### src/rtl/uart_cmd_pkg.sv
// Shared opcodes, response byte and FSM encoding for the UART command decoder.
// Imported by the decoder top and its gap timer.
package uart_cmd_pkg;

  localparam logic [7:0] OP_WR    = 8'h01;
  localparam logic [7:0] OP_RD    = 8'h02;
  localparam logic [7:0] ACK_BYTE = 8'hAA;

  typedef enum logic [2:0] {
    S_IDLE    = 3'd0,
    S_OPC     = 3'd1,
    S_ADDR_H  = 3'd2,
    S_ADDR_L  = 3'd3,
    S_DATA    = 3'd4,
    S_ISSUE   = 3'd5,
    S_WAIT_RD = 3'd6
  } state_t;

  function automatic logic in_frame(state_t s);
    return (s inside {S_OPC, S_ADDR_H, S_ADDR_L, S_DATA});
  endfunction

endpackage

### src/rtl/uart_gap_timer.sv
// Inter-byte gap counter: saturates at TIMEOUT_CYC and flags expiry.
// Held at zero while disabled or when cleared.
module uart_gap_timer #(
  parameter int unsigned TIMEOUT_CYC = 104160,
  localparam int W = $clog2(TIMEOUT_CYC + 1)
) (
  input  logic clk,
  input  logic rst_n,
  input  logic clr,
  input  logic en,
  output logic expired
);

  logic [W-1:0] r_cnt;

  assign expired = (r_cnt == W'(TIMEOUT_CYC));

  always_ff @(posedge clk or negedge rst_n) begin
    if (!rst_n) begin
      r_cnt <= '0;
    end else if (clr || !en) begin
      r_cnt <= '0;
    end else if (!expired) begin
      r_cnt <= r_cnt + W'(1);
    end
  end

endmodule

### src/rtl/uart_cmd_decoder.sv
// Parses UART write/read frames, issues one SDRAM command per frame
// and answers with a single response byte for uart_tx.
module uart_cmd_decoder
  import uart_cmd_pkg::*;
#(
  parameter logic [7:0]  HEADER      = 8'h55,
  parameter int          ADDR_W      = 16,
  parameter int unsigned TIMEOUT_CYC = 104160
) (
  input  logic              sclk,
  input  logic              s_rst_n,
  input  logic [7:0]        rx_data,
  input  logic              rx_flag,
  output logic              cmd_valid,
  output logic              cmd_wr,
  output logic [ADDR_W-1:0] cmd_addr,
  output logic [7:0]        cmd_wdata,
  input  logic              cmd_ready,
  input  logic              rd_valid,
  input  logic [7:0]        rd_data,
  output logic              tx_flag,
  output logic [7:0]        tx_data,
  output logic              err_flag
);

  state_t      r_state, w_state_n;
  logic        r_op_wr, w_op_wr_n;
  logic [15:0] r_addr, w_addr_n;
  logic [7:0]  r_wdata, w_wdata_n;
  logic        r_cmd_valid, w_cmd_valid_n;
  logic        r_tx_flag, w_tx_flag_n;
  logic [7:0]  r_tx_data, w_tx_data_n;
  logic        r_err, w_err_n;
  logic        w_in_frame;
  logic        w_expired;
  logic        w_timeout;

  assign w_in_frame = in_frame(r_state);
  // A byte landing on the expiry edge wins over the timeout
  assign w_timeout  = w_expired && w_in_frame && !rx_flag;

  uart_gap_timer #(
    .TIMEOUT_CYC (TIMEOUT_CYC)
  ) u_gap_timer (
    .clk     (sclk),
    .rst_n   (s_rst_n),
    .clr     (rx_flag),
    .en      (w_in_frame),
    .expired (w_expired)
  );

  always_comb begin
    w_state_n   = r_state;
    w_op_wr_n   = r_op_wr;
    w_addr_n    = r_addr;
    w_wdata_n   = r_wdata;
    w_tx_flag_n = 1'b0;
    w_tx_data_n = r_tx_data;
    w_err_n     = 1'b0;
    unique case (r_state)
      S_IDLE: begin
        if (rx_flag && rx_data == HEADER) w_state_n = S_OPC;
      end
      S_OPC: begin
        if (rx_flag) begin
          if (rx_data == OP_WR || rx_data == OP_RD) begin
            w_op_wr_n = (rx_data == OP_WR);
            w_state_n = S_ADDR_H;
          end else begin
            w_err_n   = 1'b1;
            w_state_n = S_IDLE;
          end
        end
      end
      S_ADDR_H: begin
        if (rx_flag) begin
          w_addr_n[15:8] = rx_data;
          w_state_n      = S_ADDR_L;
        end
      end
      S_ADDR_L: begin
        if (rx_flag) begin
          w_addr_n[7:0] = rx_data;
          w_state_n     = r_op_wr ? S_DATA : S_ISSUE;
        end
      end
      S_DATA: begin
        if (rx_flag) begin
          w_wdata_n = rx_data;
          w_state_n = S_ISSUE;
        end
      end
      S_ISSUE: begin
        if (r_cmd_valid && cmd_ready) begin
          if (r_op_wr) begin
            w_tx_flag_n = 1'b1;
            w_tx_data_n = ACK_BYTE;
            w_state_n   = S_IDLE;
          end else begin
            w_state_n = S_WAIT_RD;
          end
        end
        // A response pulse takes the cycle; a stray byte is still dropped
        if (rx_flag && !w_tx_flag_n) w_err_n = 1'b1;
      end
      S_WAIT_RD: begin
        if (rd_valid) begin
          w_tx_flag_n = 1'b1;
          w_tx_data_n = rd_data;
          w_state_n   = S_IDLE;
        end else if (rx_flag) begin
          w_err_n = 1'b1;
        end
      end
      default: w_state_n = S_IDLE;
    endcase
    if (w_timeout) begin
      w_err_n   = 1'b1;
      w_state_n = S_IDLE;
    end
    w_cmd_valid_n = (w_state_n == S_ISSUE);
  end

  always_ff @(posedge sclk or negedge s_rst_n) begin
    if (!s_rst_n) begin
      r_state     <= S_IDLE;
      r_op_wr     <= 1'b0;
      r_addr      <= '0;
      r_wdata     <= '0;
      r_cmd_valid <= 1'b0;
      r_tx_flag   <= 1'b0;
      r_tx_data   <= '0;
      r_err       <= 1'b0;
    end else begin
      r_state     <= w_state_n;
      r_op_wr     <= w_op_wr_n;
      r_addr      <= w_addr_n;
      r_wdata     <= w_wdata_n;
      r_cmd_valid <= w_cmd_valid_n;
      r_tx_flag   <= w_tx_flag_n;
      r_tx_data   <= w_tx_data_n;
      r_err       <= w_err_n;
    end
  end

  assign cmd_valid = r_cmd_valid;
  assign cmd_wr    = r_op_wr;
  assign cmd_addr  = ADDR_W'(r_addr);
  assign cmd_wdata = r_wdata;
  assign tx_flag   = r_tx_flag;
  assign tx_data   = r_tx_data;
  assign err_flag  = r_err;

endmodule

### config.mk
export PLATFORM = sky130hd
export DESIGN_NAME = uart_cmd_decoder
export DESIGN_NICKNAME = d
export VERILOG_FILES = /design/src/rtl/uart_cmd_pkg.sv /design/src/rtl/uart_gap_timer.sv /design/src/rtl/uart_cmd_decoder.sv
export SDC_FILE = /design/constraint.sdc
export NUM_CORES = 1
export LEC_CHECK = 0
export ABC_CLOCK_PERIOD_IN_PS = 2200
export BUFFER_PORTS_ARGS = -buffer_cell sky130_fd_sc_hd__buf_2
export CAP_MARGIN = 30
export CORE_MARGIN = 2
export CORE_UTILIZATION = 27
export DETAILED_ROUTE_END_ITERATION = 10
export HOLD_SLACK_MARGIN = 0.06
export PLACE_DENSITY = 0.42
export SYNTH_ARGS = -nofsm -noshare
export SYNTH_HDL_FRONTEND = slang
export SYNTH_SLANG_ARGS = --single-unit
### constraint.sdc
create_clock -name sclk -period 2.2 [get_ports sclk]
set_clock_uncertainty 0.1 [all_clocks]
set_input_delay 0 -clock sclk [delete_from_list [all_inputs] [get_ports sclk]]
set_output_delay 0 -clock sclk [all_outputs]
set_load 0.02 [all_outputs]
# [Word level (Yosys, flattened, before mapping)]
# Index checks and enable logic that the tools add are counted.
[word_totals] register_bits=56 in_bits=21 output_inout_bits=36 elab_cells=74
[classes] addsub=1 eq_ne=15 mux=30 n_reduce_logical=18
[ops] operator="$mux W17" n=2
[ops] operator="$mux W3" n=9
[ops] operator="$mux W8" n=3
[ops] operator="$pmux W3 S7" n=1
[ops] operator="$add A17 B1 Y17 const B" n=1
[ops] operator="$eq A17 B17 Y1 const B" n=1
[ops] operator="$pmux W8 S2" n=1
[ops] operator="$eq A3 B3 Y1 const B" n=4
[ops] operator="$mux W1" n=11
[ops] operator="$eq A8 B1 Y1 const B" n=1
[ops] operator="$eq A8 B2 Y1 const B" n=1
[ops] operator="$eq A8 B7 Y1 const B" n=1
[ops] operator="$eq A3 B2 Y1 const B" n=2
[ops] operator="$ne A2 B2 Y1 const B" n=3
[ops] operator="$reduce_and A2 Y1" n=3
[ops] operator="$logic_and A1 B1 Y1" n=5
[ops] operator="$reduce_and A4 Y1" n=1
[ops] operator="$reduce_bool A4 Y1" n=1
[ops] operator="$eq A3 B1 Y1 const B" n=1
[ops] operator="$logic_not A1 Y1" n=3
[ops] operator="$logic_not A3 Y1" n=1
[ops] operator="$pmux W1 S3" n=1
[ops] operator="$reduce_and A3 Y1" n=1
[ops] operator="$logic_or A1 B1 Y1" n=2
[ops] operator="4 further kinds" n=4

# [Logic depth before layout (Yosys ltp)]
[logic_depth] word_depth=8 depth_mapped=7 mapped_depth_nobuf=6

# [Modules after synthesis]
# From an unflattened synthesis, not the netlist that was laid out.
[unflattened] hier_cells=246 hier_area_um2=2788.9
[modules_own_cells] module="uart_cmd_decoder" instances=1 cells_each=149 area_per_inst_um2=1855.5 seq_area_each_um2=975.9
[modules_own_cells] module="uart_gap_timer" instances=1 cells_each=97 area_per_inst_um2=933.4 seq_area_each_um2=425.4

# [Worst setup path before layout]
# OpenSTA, ideal clock, no wires.
[synth_timing] path_kind="flip-flop to flip-flop" start="register u_gap_timer.r_cnt[2]" end="register u_gap_timer.r_cnt[11]" setup_time_ps=79 t_arrival_ps=1438 required_time_ps=2021 slack_ps=583 stages_incl_launch_ff=7 path_buffers=1 period_less_slack_ps=1617 cell_sequence="dfrtp_1 -> and3_4 -> nand3_2 -> or2_1 -> buf_6 -> or3_1 -> a21oi_1"
[synth_via] elab_chain_len=3 word_cells_on_any_way=5 classes_between="add/sub: 1; eq/ne: 2; mux: 2"
[synth_lines] element="start, declared" line_no="uart_gap_timer.sv:14" source="logic [W-1:0] r_cnt;"
[synth_lines] element="start signal, assigned" line_no="uart_gap_timer.sv:24" source="r_cnt <= r_cnt + W'(1);"
[synth_lines] element="$add A17 B1 Y17" line_no="uart_gap_timer.sv:24"
[synth_lines] element="$mux W17" line_no="uart_gap_timer.sv:23" source="end else if (!expired) begin"
[synth_lines] element="$mux W17" line_no="uart_gap_timer.sv:21" source="end else if (clr || !en) begin"
# Parallel ways exist; a longest one is shown, timed or not. The select of a mux whose other input is x is not followed.
# A chain may end at the register's enable or synchronous reset.

# [Worst setup path in the final report]
[layout_timing] start="register r_state[0]" end="register r_tx_data[7], in the netlist tx_data[7]"
[layout_via] elab_chain_len=3 word_cells_on_any_way=8 classes_between="eq/ne: 5; mux: 1; reduce/logical: 2"
[layout_lines] element="start, declared" line_no="uart_cmd_decoder.sv:26" source="state_t r_state, w_state_n;"
[layout_lines] element="start signal, assigned" line_no="uart_cmd_decoder.sv:135" source="r_state <= w_state_n;"
[layout_lines] element="$eq A3 B3 Y1" line_no="uart_cmd_decoder.sv:60" source="unique case (r_state)"
[layout_lines] element="$ne A2 B2 Y1 (no source line) or $reduce_bool A2 Y1 (tied branches)"
[layout_lines] element="$reduce_and A4 Y1 (no source line)"
[layout_lines] element="end signal, assigned" line_no="uart_cmd_decoder.sv:141" source="r_tx_data <= w_tx_data_n;"
[layout_lines] element="end, declared" line_no="uart_cmd_decoder.sv:32" source="logic [7:0] r_tx_data, w_tx_data_n;"
# Parallel ways exist; a longest one is shown, timed or not.

==> summary.txt <==
Status
  – Result of the run: completed

Detailed routing
  – Total number of vias: ~2,000
  – Final ANT Viol Nets: 0
  – Iter 0 DRT Violations: 102
  – DRC errors left: 0
  – Average routed wire per standard cell: about 15 microns
  – Vias/cell: approximately 4.7
  – Number of search-and-repair iterations in the first detailed-routing pass: 5
  – DRT Wirelength: 6240 microns

Pwr
  – Power Total: ~1.8 mW
  – LEAKAGE: 1.62 nW
  – Power density of the placed cells: approximately 540 mW/mm^2
  – Worst vdd rail ir drop: 259 uV

Cells and area
  – Post-route design area: approximately 0.0033 sq mm
  – Register Area: around 0.0014 sq mm
  – Share of layout cells above drive strength 1: between 30% and 40%
  – Multi-input logic area: between 0.001 and 0.0015 sq mm
  – Post-layout utilization of the core: between 30 and 40%
  – Growth of design area from synthesis to finish: 29.2%
  – Post-layout nets: 332
  – Ant diodes: 0
  – Fill cell total of the finished layout: 970

Critical path
  – Buffers plus inverters on the worst setup path: 1
  – Crit Path Class: reg -> reg
  – Maximum fanout along the worst path: 11
  – List of cells traversed by the critical path: nor2b_2 > and3_1 > mux2i_1 > nand2_1 > dlygate4sd3_1
  – Worst EP required: 2.31 ns
  – Worst endpoint data arrival time: ~2.2 ns
  – Family with the most delay on the worst path: simple AND/OR/NAND/NOR gates
  – Delay of the slowest cell on the worst path: approximately 0.55 ns
  – Sort of element at the start of the critical path: flop
  – Type of element capturing the critical path: flop
  – Worst path slowest cell: sky130_fd_sc_hd__dlygate4sd3_1

Synth
  – Post-synthesis cell count: 227
  – Synth Warn #: 0
  – Sequential-to-total area share from yosys stat: 55.2%
  – Cells taking the most area after synthesis: sky130_fd_sc_hd__dfrtp_1 (55%), sky130_fd_sc_hd__mux2_2 (11%), sky130_fd_sc_hd__nor2_1 (3.4%), sky130_fd_sc_hd__xor2_1 (3.1%), sky130_fd_sc_hd__nand2_1 (2.2%)
  – Mean area per synthesized cell: between 10 and 15 sq um
  – EDFF count, synth: 0
  – Commonest cells in the netlist: sky130_fd_sc_hd__dfrtp_1 (56), sky130_fd_sc_hd__mux2_2 (24), sky130_fd_sc_hd__nor2_1 (23), sky130_fd_sc_hd__nand2_1 (15)
  – Count of distinct cell types in the synthesized netlist: 40
  – Top FF cell, synth: sky130_fd_sc_hd__dfrtp_1
  – Share of the synthesized area in the top cell type: 55.2%
  – Post-synthesis cell area: 0.00254 sq mm
  – Flip-flop and latch count after synthesis: 56
  – Ys async rst share: 100%
  – Net Count, Synth: between 200 and 300
  – Top-count cell post-synth: sky130_fd_sc_hd__dfrtp_1
  – Leading area contributor after synthesis: sky130_fd_sc_hd__dfrtp_1

Global route
  – Total global routing track utilization: between 10 and 15%
  – Largest net degree at the start of global routing: 28
  – Wire length of the first global-routing pass: 10,000 microns
  – Overflow left after global routing: 0
  – Antenna violations before repair: 0
  – Number of global-route vias before repair: between 1,500 and 2,000

Floorplanning
  – Die outline area: around 0.010 sq mm
  – Number of rows created at floorplan: 35
  – Starting Density: between 20% and 30%
  – Die Ht: 101 microns
  – Chip Width: ~100 microns
  – Count of boundary I/O pins: 57
  – Core ar.: 0.00920 sq mm

STA
  – Ratio of final minimum period to clock period: a little over 90%
  – Max Clk Rate: 0.486 GHz
  – Fin Setup TNS: 0 ns
  – Worst-Margin Slew: between 0.6 and 0.7 ns
  – Number of max-slew violations in the final report: 0
  – Max-slew headroom: 56.3%
  – Number of failing setup endpoints in the final timing report: 0
  – Setup repair after global routing missed its margin: false
  – Fin crit period: about 2.1 ns
  – Number of failing hold endpoints at the final stage: 0

Clock tree
  – Total CTS buffers: 5
  – CTS sink cnt: 56
  – CTS Buffer Depth: 2
  – Clock Root Buffer: sky130_fd_sc_hd__clkbuf_8
  – CTS H-tree depth: 2
  – Setup bufs post-CTS: 0
  – CTS tree: built
  – Clock-pin slew on the worst setup and hold paths: roughly 0.12 ns
  – Clock latency of the later-clocked register in the worst-skew pair: 0.32 ns

Place
  – Number of buffers inserted by port buffering: 56
  – Post-placement cell area: roughly 0.0030 sq mm
  – RD Place Congestion: ~0.8
  – Final HPWL from detailed placement: about 4300 microns

Flow run
  – Max-capacitance violation count: 0

Worst hold path
  – Hold crit path type: in -> reg
-- repair_timing --
item	in CTS	in global routing
hold buffers	22	0
hold endpoints to repair	63	0
setup endpoints to repair	0	1
resized for setup	0	2
-- per-stage QoR --
step | cells | hold WS, ns | setup slack (ns)
final | 421 | 0.0908 | 0.142
after global routing | 421 | 0.0963 | 0.00338
after CTS | 421 | 0.0710 | 0.0327
after detailed placement | 391 | -0.0259 | 0.373
after global placement | 391 | -0.0331 | 0.411
after floorplan | 227 | -0.396 | 0.583
-- cell type report --
| type | instances | share of cell area (%) |
|---|---|---|
| inverters | 8 | 0.916 |
| multi-input cells | 154 | 32.3 |
| clock inverters | 2 | 0.573 |
| well taps | 111 | 4.24 |
| flip-flops and latches | 56 | 42.8 |
| clock buffers | 6 | 2.52 |
| repair buffers | 84 | 16.6 |
-- layout by cell type, fill, tap and decap left out, drive strengths merged, types with 2 or more instances in the layout --
| master | count |
|---|---|
| nand3b | 2 |
| xor2 | 9 |
| and3 | 11 |
| clkbuf | 6 |
| mux2 | 24 |
| mux2i | 2 |
| nand4 | 4 |
| a22o | 5 |
| dlygate4sd3 | 22 |
| nor4 | 2 |
| buf | 62 |
| nand2 | 16 |
| o22ai | 2 |
| nor2 | 23 |
| a21oi | 9 |
| dfrtp | 56 |
| nor2b | 2 |
| o21ai | 11 |
| inv | 9 |
| nand3 | 9 |
| xnor2 | 5 |
| or3 | 4 |
| ha | 2 |
-- state kept, by name, summed over array words and instances, names as in the netlist --
register and cells:
err_flag 1, r_state 3, cmd_wdata 8, tx_flag 1, tx_data 8, cmd_addr 16, u_gap_timer.r_cnt 17, cmd_wr 1
cmd_valid 1
-- worst min-delay path, delay by kind of cell --
kind / cells / cell delay (ns)
buffers and inverters: 1 / 0.09
AOI/OAI and AO/OA: 1 / 0.19
and+or+nand+nor: 2 / 0.19
-- routing by layer --
metal / up-vias / GRT usage [%] / wire length (microns)
met4: 0 / 2.81 / 55
met2: 55 / 19.5 / 2760
met1: 952 / 17.6 / 3030
li1: 957 / - / -
met3: 5 / 3.74 / 397
met5: - / 0 / 0
-- final timing paths --
kind	from	endpoint	slack (ns)	depth (start not counted)
setup / recovery	r_state[0]$_DFF_PN0_	tx_data[7]$_DFFE_PN0P_	0.14	5
hold / removal	rx_data[3]	r_state[0]$_DFF_PN0_	0.09	4
setup reg to reg	r_state[0]$_DFF_PN0_	tx_data[7]$_DFFE_PN0P_	0.14	5
hold reg to reg	tx_data[3]$_DFFE_PN0P_	tx_data[3]$_DFFE_PN0P_	0.41	2
max in group asynchronous	s_rst_n	r_state[1]$_DFF_PN0_	1.14	3
min in group asynchronous	s_rst_n	tx_data[1]$_DFFE_PN0P_	0.13	2
-- where the power goes --
group / total [mW] / leakage (nW) / internal (mW) / switching (mW)
registers: 1.03 / 0.776 / 1.03 / 0.00110
clock network: 0.636 / 0.0493 / 0.265 / 0.371
logic: 0.0955 / 0.796 / 0.0441 / 0.0514
-- kinds of logic after synthesis --
logic type | Yosys count | share of synthesized area (%)
flops | 56 | 55.2
compound gates | 34 | 8.48
mux | 26 | 11.4
xor+xnor | 14 | 4.83
buf+inv | 17 | 3.11
fa+ha+maj | 2 | 0.986
simple gates | 78 | 15.9
No activity file was read; power rests on OpenSTA's default activity.
